### src/rtl/seg7_scan_pkg.sv
// seg7_scan_pkg: digit-select encodings and display constants shared by the seg7_scan block
package seg7_scan_pkg;
  typedef enum logic [1:0] {D4 = 2'b00, D3 = 2'b01, D2 = 2'b10, D1 = 2'b11} digit_t;
  localparam int BCD_MAX = 9;
  localparam int VALUE_MAX = 9999;
  localparam int CONV_STEPS = 14;
endpackage

### src/rtl/seg7_bin2bcd.sv
// seg7_bin2bcd: sequential double-dabble converter, one input bit per cycle, MSB first
module seg7_bin2bcd
  import seg7_scan_pkg::*;
(
  input  logic        clk,
  input  logic        rst_n,
  input  logic        start,
  input  logic [13:0] value,
  output logic        busy,
  output logic        done,
  output logic [15:0] bcd_next
);
  logic [13:0] sh;
  logic [15:0] acc, adj;
  logic [3:0]  cnt;
  always_comb begin
    adj = acc;
    for (int i = 0; i < 4; i++)
      adj[i*4 +: 4] = acc[i*4 +: 4] > 4'd4 ? acc[i*4 +: 4] + 4'd3 : acc[i*4 +: 4];
    bcd_next = {adj[14:0], sh[13]};
    done = busy && cnt == 4'(CONV_STEPS - 1);
  end
  // done is high during the cycle whose closing edge performs the final shift
  always_ff @(posedge clk)
    if (!rst_n) begin
      busy <= 1'b0;
      cnt  <= '0;
      sh   <= '0;
      acc  <= '0;
    end else if (start && !busy) begin
      busy <= 1'b1;
      cnt  <= '0;
      sh   <= value;
      acc  <= '0;
    end else if (busy) begin
      sh   <= sh << 1;
      acc  <= bcd_next;
      cnt  <= cnt + 4'd1;
      busy <= !done;
    end
endmodule

### src/rtl/seg7_scan.sv
// seg7_scan: binary-to-BCD display scanner driving an external seg7 decoder.
// Define SEG7_SCAN_SATURATE_EN to display out-of-range loads as 9999 instead of dropping them.
module seg7_scan
  import seg7_scan_pkg::*;
#(
  parameter int REFRESH_DIV = 12500
) (
  input  logic        clk,
  input  logic        rst_n,
  input  logic [13:0] value_in,
  input  logic        load,
  output logic        busy,
  output logic        ovf,
  output logic [3:0]  bits,
  output logic [1:0]  digit
);
  logic [15:0] presc, disp, bcd_next;
  logic [13:0] conv_in;
  logic        accept, over, start, done, wrap;
  digit_t      sel;
  always_comb begin
    accept = load && !busy;
    over = value_in > 14'(VALUE_MAX);
`ifdef SEG7_SCAN_SATURATE_EN
    start = accept;
    conv_in = over ? 14'(VALUE_MAX) : value_in;
`else
    start = accept && !over;
    conv_in = value_in;
`endif
    wrap = presc == 16'(REFRESH_DIV - 1);
    bits = disp[{sel, 2'b00} +: 4];
    digit = sel;
  end
  always_ff @(posedge clk)
    if (!rst_n) begin
      presc <= '0;
      sel   <= D4;
      disp  <= '0;
      ovf   <= 1'b0;
    end else begin
      presc <= wrap ? 16'd0 : presc + 16'd1;
      sel   <= wrap ? digit_t'(sel + 2'd1) : sel;
      disp  <= done ? bcd_next : disp;
      ovf   <= accept ? over : ovf;
    end
  seg7_bin2bcd u_conv (
    .clk      (clk),
    .rst_n    (rst_n),
    .start    (start),
    .value    (conv_in),
    .busy     (busy),
    .done     (done),
    .bcd_next (bcd_next)
  );
endmodule

### config.mk
export PLATFORM = sky130hd
export DESIGN_NAME = seg7_scan
export DESIGN_NICKNAME = d
export VERILOG_FILES = /design/src/rtl/seg7_scan_pkg.sv /design/src/rtl/seg7_bin2bcd.sv /design/src/rtl/seg7_scan.sv
export SDC_FILE = /design/constraint.sdc
export NUM_CORES = 1
export LEC_CHECK = 0
export BUFFER_PORTS_ARGS = -buffer_cell sky130_fd_sc_hd__buf_2
export CORE_UTILIZATION = 59
export DETAILED_ROUTE_END_ITERATION = 7
export HOLD_SLACK_MARGIN = 0.15
export PLACE_DENSITY = 0.74
export SETUP_SLACK_MARGIN = 0.4
export SYNTH_ARGS = -nofsm -noshare
export SYNTH_HDL_FRONTEND = slang
export SYNTH_SLANG_ARGS = --single-unit
### constraint.sdc
create_clock -name clk -period 2.15 [get_ports clk]
set_input_delay 0.43 -clock clk [delete_from_list [all_inputs] [get_ports clk]]
set_output_delay 0.43 -clock clk [all_outputs]
set_load 0.005 [all_outputs]
After elaboration in Yosys (flattened, before gate mapping)
Index checks and enable logic that the tools add are counted.
- $add $sub $neg: 7
- magnitude comparators: 5
- eq/ne operators: 2
- shifts and indexed selects: 1
- mux-type cells: 8
- bitwise gates (word level): 1
- reductions and logical operators: 10
- operators by type and width (operator ; number):
    two-way mux 14 bit ; 2
    adder 16 x 1 -> 16 bit (second input constant) ; 1
    equality test 16 x 14 -> 1 bit (second input constant) ; 1
    greater-than comparator 4 x 3 -> 1 bit (second input constant) ; 4
    indexed part select 16 x 5 -> 4 bit ; 1
    greater-than comparator 14 bit (second input constant) ; 1
    adder 4 x 2 -> 4 bit (second input constant) ; 3
    two-way mux 4 bit ; 3
    adder 4 x 1 -> 4 bit (second input constant) ; 1
    equality test 4 bit (second input constant) ; 1
    logical AND 1 bit ; 4
    OR reduction 2 bit ; 2
    adder 3 x 2 -> 3 bit (second input constant) ; 1
    zero test 1 bit ; 3
    two-way mux 3 bit ; 1
    adder 2 x 1 -> 2 bit (second input constant) ; 1
    two-way mux 1 bit ; 2
    nonzero test 2 bit ; 1
    inverter 1 bit ; 1
- bits in registers: 70
- input port bits: 17
- output and inout port bits: 8
- word-level logic and storage cells: 42

Logic depth before layout (Yosys ltp)
- depth after elaboration: 5
- gate-level depth with buffers: 7
- depth with buffers taken out: 6

Cells and area by module
Synthesis repeated with hierarchy kept, for this count alone.
- cell total of the unflattened synthesis: 377
- area total of the unflattened synthesis: 3560.9 um^2
- by module, submodules not included (module ; times used ; cells each ; area each (um^2)):
    seg7_bin2bcd ; 1 ; 224 ; 1973.1
    seg7_scan ; 1 ; 153 ; 1587.8

Least setup slack after synthesis
No wires, ideal clock.
- path type: in2reg
- start point: input value_in[6]
- end point: register u_conv.sh[11]
- data arrival time: 1.727 ns
- data required time: 2.030 ns
- setup slack: 0.304 ns
- stages: 5
- path buffers: 1
- cells stage by stage: or4_4 -> a211o_1 -> buf_6 -> a221oi_2 -> nor2_1
- word-level cells in the longest chain between the ends: 5
- elaborated cells between the ends (all ways): 6
- those cells by class: 1 x order compare; 1 x mux; 4 x reduce/logical
- ends and longest elaborated chain (element ; line ; RTL):
    start, declared ; seg7_scan.sv:10 ; input logic [13:0] value_in,
    greater-than comparator 14 bit * ; seg7_scan.sv:23 ; over = value_in > 14'(VALUE_MAX);
    zero test 1 bit * ; seg7_scan.sv:28 ; start = accept && !over;
    logical AND 1 bit * ; seg7_scan.sv:28 ;
    logical AND 1 bit * ; seg7_bin2bcd.sv:30 ; end else if (start && !busy) begin
    two-way mux 14 bit / nonzero test 2 bit (equally long branches) ; -- ;
    end signal, assigned ; seg7_bin2bcd.sv:33 ; sh <= value;
    end signal, assigned ; seg7_bin2bcd.sv:36 ; sh <= sh << 1;
    end, declared ; seg7_bin2bcd.sv:13 ; logic [13:0] sh;
Every way passes the cells marked *; elsewhere a longest branch is shown, timed or not.
A chain may end at the register's enable or synchronous reset.

Worst setup path after layout
- start point: register sel[1] (netlist: digit[1])
- end point: output bits[3]
- word-level cells in the longest chain between the ends: 1
- ends and longest elaborated chain (element ; line ; RTL):
    start, declared ; seg7_scan.sv:20 ; digit_t sel;
    start signal, assigned ; seg7_scan.sv:43 ; sel <= wrap ? digit_t'(sel + 2'd1) : sel;
    indexed part select 16 x 5 -> 4 bit ; seg7_scan.sv:32 ; bits = disp[{sel, 2'b00} +: 4];
    end, declared ; seg7_scan.sv:14 ; output logic [3:0] bits,
Every way passes these cells.

==> results.sh <==
export IMPL_drv_slew=0
export IMPL_cts_tree="done"
export IMPL_grt_ovfl_total=0
export IMPL_antenna_found_initial=0
export IMPL_area_growth_pct=13.1
export IMPL_die_y_um=76.7
export IMPL_detail_route_wl_per_cell_um=14.4
export IMPL_worstPathMaxFanout=4
export IMPL_gp_congestion=0.882
export IMPL_synth_common_cells="dfxtp_1 (70), nand3_1 (41), nand2_1 (38)"
export IMPL_port_buffer_count=24
export IMPL_cp_end_kind="output port"
export IMPL_fillCellCount=430
export IMPL_p_per_area_nw_per_um2=681
export IMPL_fmax_mhz=550
export IMPL_synth_most_common_cell="dfxtp_1"
export IMPL_maxCapViolCount=0
export IMPL_seq_power_share_pct=54.0
export IMPL_seq_area_frac_synth_pct=42.6
export IMPL_rsz0062_at_grt="true"
export IMPL_grt_pass1_vias=2635
export IMPL_fin_crit_sh_pct=84.6
export IMPL_syn_avg_cell_area_sq_um=8.46
export IMPL_diodes=0
export IMPL_worst_slew_margin_rel_pct=67.9
export IMPL_synth_flop_cell="dfxtp_1"
export IMPL_grt_first_pass_wirelength_um=12300
export IMPL_drc=0
export IMPL_dp_hpwl_um=4740
export IMPL_worstPathBufferInverterCount=1
export IMPL_netlist_area_leader_share_pct=42.6
export IMPL_criticalPathCategory="flip-flop to output port"
export IMPL_slowest_delay_ns=0.51
export IMPL_tightestPinTransition_ns=0.480
export IMPL_synth_warnings=0
export IMPL_synth_net_count=417
export IMPL_drive_above_1_share_pct=16.4
export IMPL_ys_top_cells_by_area="dfxtp_1 (43%), nand3_1 (6.2%), a21oi_1 (5.0%)"
export IMPL_cp_required_ns=1.72
export IMPL_track_usage_pct=26.4
export IMPL_finalHoldViolCount=0
export IMPL_finalSetupViolCount=0
export IMPL_yosys_area_top_type="dfxtp_1"
export IMPL_ir_drop_v=0.000562
export IMPL_total_power_uw=2530
export IMPL_p_int_uw=1890
export IMPL_clk_pin_slew_ns=0.07
export IMPL_via_per_inst=5.75
export IMPL_clk_latency_ns=0.34
export IMPL_io_pins=25
export IMPL_h_tree_depth=3
export IMPL_wirelength_um=7090
export IMPL_coreArea_sq_um=5240
export IMPL_cts_buffers=9
export IMPL_cp_arrival_ns=1.39
export IMPL_cts_root_buf="clkbuf_8"
export IMPL_die_w_um=76.7
export IMPL_clockPowerShare_pct=37.2
export IMPL_worstSetupStartpointType="flip-flop"
export IMPL_async_reset_ff_share_pct=0
export IMPL_cts_buffer_depth=2
export IMPL_cp_slowest_cell="mux4_2"
export IMPL_cts_sinks=70
export IMPL_path_cells="mux4_2 -> buf_2"
export IMPL_row_count=26
export IMPL_p_leak_uw=0.00136
export IMPL_netSwitchingFraction_pct=25.3
export IMPL_synthesis_area_sq_um=3290
export IMPL_synthCells=389
export IMPL_hold_path_class="input pin to flip-flop"
export IMPL_finClkSkew_ns=0.00745
export IMPL_switching_power_uw=642
export IMPL_postRouteAntennaNets=0
export IMPL_cp_top_family="multiplexers"
export IMPL_pwr_share_comb_pct=8.9
export IMPL_fin_crit_ns=1.82
export IMPL_grt_max_degree=25
export IMPL_nets=445
export IMPL_outcome="completed"
export IMPL_drt_initial_drc_count=180
export IMPL_start_util_pct=62.8
export IMPL_die_area_sq_um=5880
export IMPL_via_count=2821
export IMPL_firstDrtPassIters=5
export IMPL_synth_cell_types=39
export IMPL_setup_tns_ns=0
export IMPL_synth_edf_count=0
export IMPL_synth_seq_cells=70
==> logic make-up (layout without fill, tap and decap cells) <==
| kind of cell | Yosys count | in the layout | share of synthesized area, % |
|---|---|---|---|
| flip-flops | 70 | 70 | 42.6 |
| multiplexers | 5 | 5 | 3.04 |
| AND/OR/NAND/NOR | 161 | 162 | 24.1 |
| adder cells (fa/ha/maj) | 11 | 11 | 4.18 |
| XOR/XNOR | 20 | 20 | 5.33 |
| buffers and inverters | 35 | 66 | 4.37 |
| AO/OA/AOI/OAI | 87 | 87 | 16.4 |
==> worst reg2reg max path, delay by kind of cell, from the launching register on <==
kind	cells	cell delay, ns
AND/OR/NAND/NOR	4	0.57
flip-flops	1	0.43
adder cells (fa/ha/maj)	1	0.27
buffers and inverters	1	0.23
==> power by group through the flow <==
stage / Sequential, uW / Clock, uW / Combinational, uW
5_1_grt: 1370 / 1020 / 250
3_3_place_gp: 1400 / 0 / 211
4_1_cts: 1370 / 959 / 220
6_report: 1370 / 941 / 224
2_1_floorplan: 1380 / 0 / 158
3_5_place_dp: 1400 / 0 / 216
==> what timing repair did <==
item,4_1_cts,5_1_grt
setup buffers,3,3
pin swaps,0,1
hold buffers,0,0
cloned,0,1
endpoints found under the setup margin,19,38
resized for setup,5,5
==> per-layer routing <==
metal	share of wire, %	routed length [um]	GRT usage, %	up-vias
li1	-	-	-	1433
met1	49	3460	34.8	1330
met2	46	3270	42.4	53
met3	4.3	302	7.86	5
met4	0.80	57	5.77	0
met5	0	0	0	-
==> cell type report <==
type / count / area, sq um / share of cell area, %
clock buffers: 11 / 151 / 4.07
clock inverters: 4 / 22.5 / 0.605
inverters: 13 / 48.8 / 1.31
multi-input cells: 285 / 1760 / 47.4
flip-flops and latches: 70 / 1410 / 37.9
well taps: 70 / 87.6 / 2.35
repair buffers: 38 / 238 / 6.39
==> metrics by stage <==
step | instances | setup slack [ns] | hold slack (ns) | util [%] | area [sq um]
floorplan | 389 | 0.375 | 0.433 | - | 3290
global placement | 469 | 0.134 | 0.440 | 66.3 | 3470
detailed placement | 469 | 0.104 | 0.446 | 66.3 | 3470
CTS | 487 | 0.313 | 0.312 | 70.3 | 3680
global route | 491 | 0.285 | 0.329 | 71.0 | 3720
finish | 491 | 0.331 | 0.318 | 71.0 | 3720
==> worst paths after layout <==
| kind | slack, ns | cells after the start | to | startpoint |
|---|---|---|---|---|
| max | 0.33 | 2 | bits[3] | digit[1]$_SDFFE_PN0P_ |
| min | 0.32 | 3 | u_conv.sh[1]$_SDFFE_PN0P_ | value_in[1] |
| max reg2reg | 0.52 | 6 | presc[7]$_SDFF_PP0_ | presc[0]$_SDFF_PP0_ |
| min reg2reg | 0.45 | 2 | disp[14]$_SDFFE_PN0P_ | disp[14]$_SDFFE_PN0P_ |
==> layout by cell type, fill, tap and decap left out, types with 10 or more instances in the layout <==
master     n
nor2_1    35
buf_2     24
o21ai_0   21
ha_1      10
a21oi_1   33
buf_4     13
clkbuf_8  11
nand2_1   37
nand3_1   41
dfxtp_1   67
xor2_1    17
inv_1     12
nor2b_1   10
==> flip-flops by register name (all words and copies together), names as in the netlist <==
register / cells
u_conv.cnt: 4
disp: 16
u_conv.busy: 1
u_conv.sh: 14
ovf: 1
presc: 16
digit: 2
u_conv.acc: 16
No activity file was read; power rests on OpenSTA's default activity.
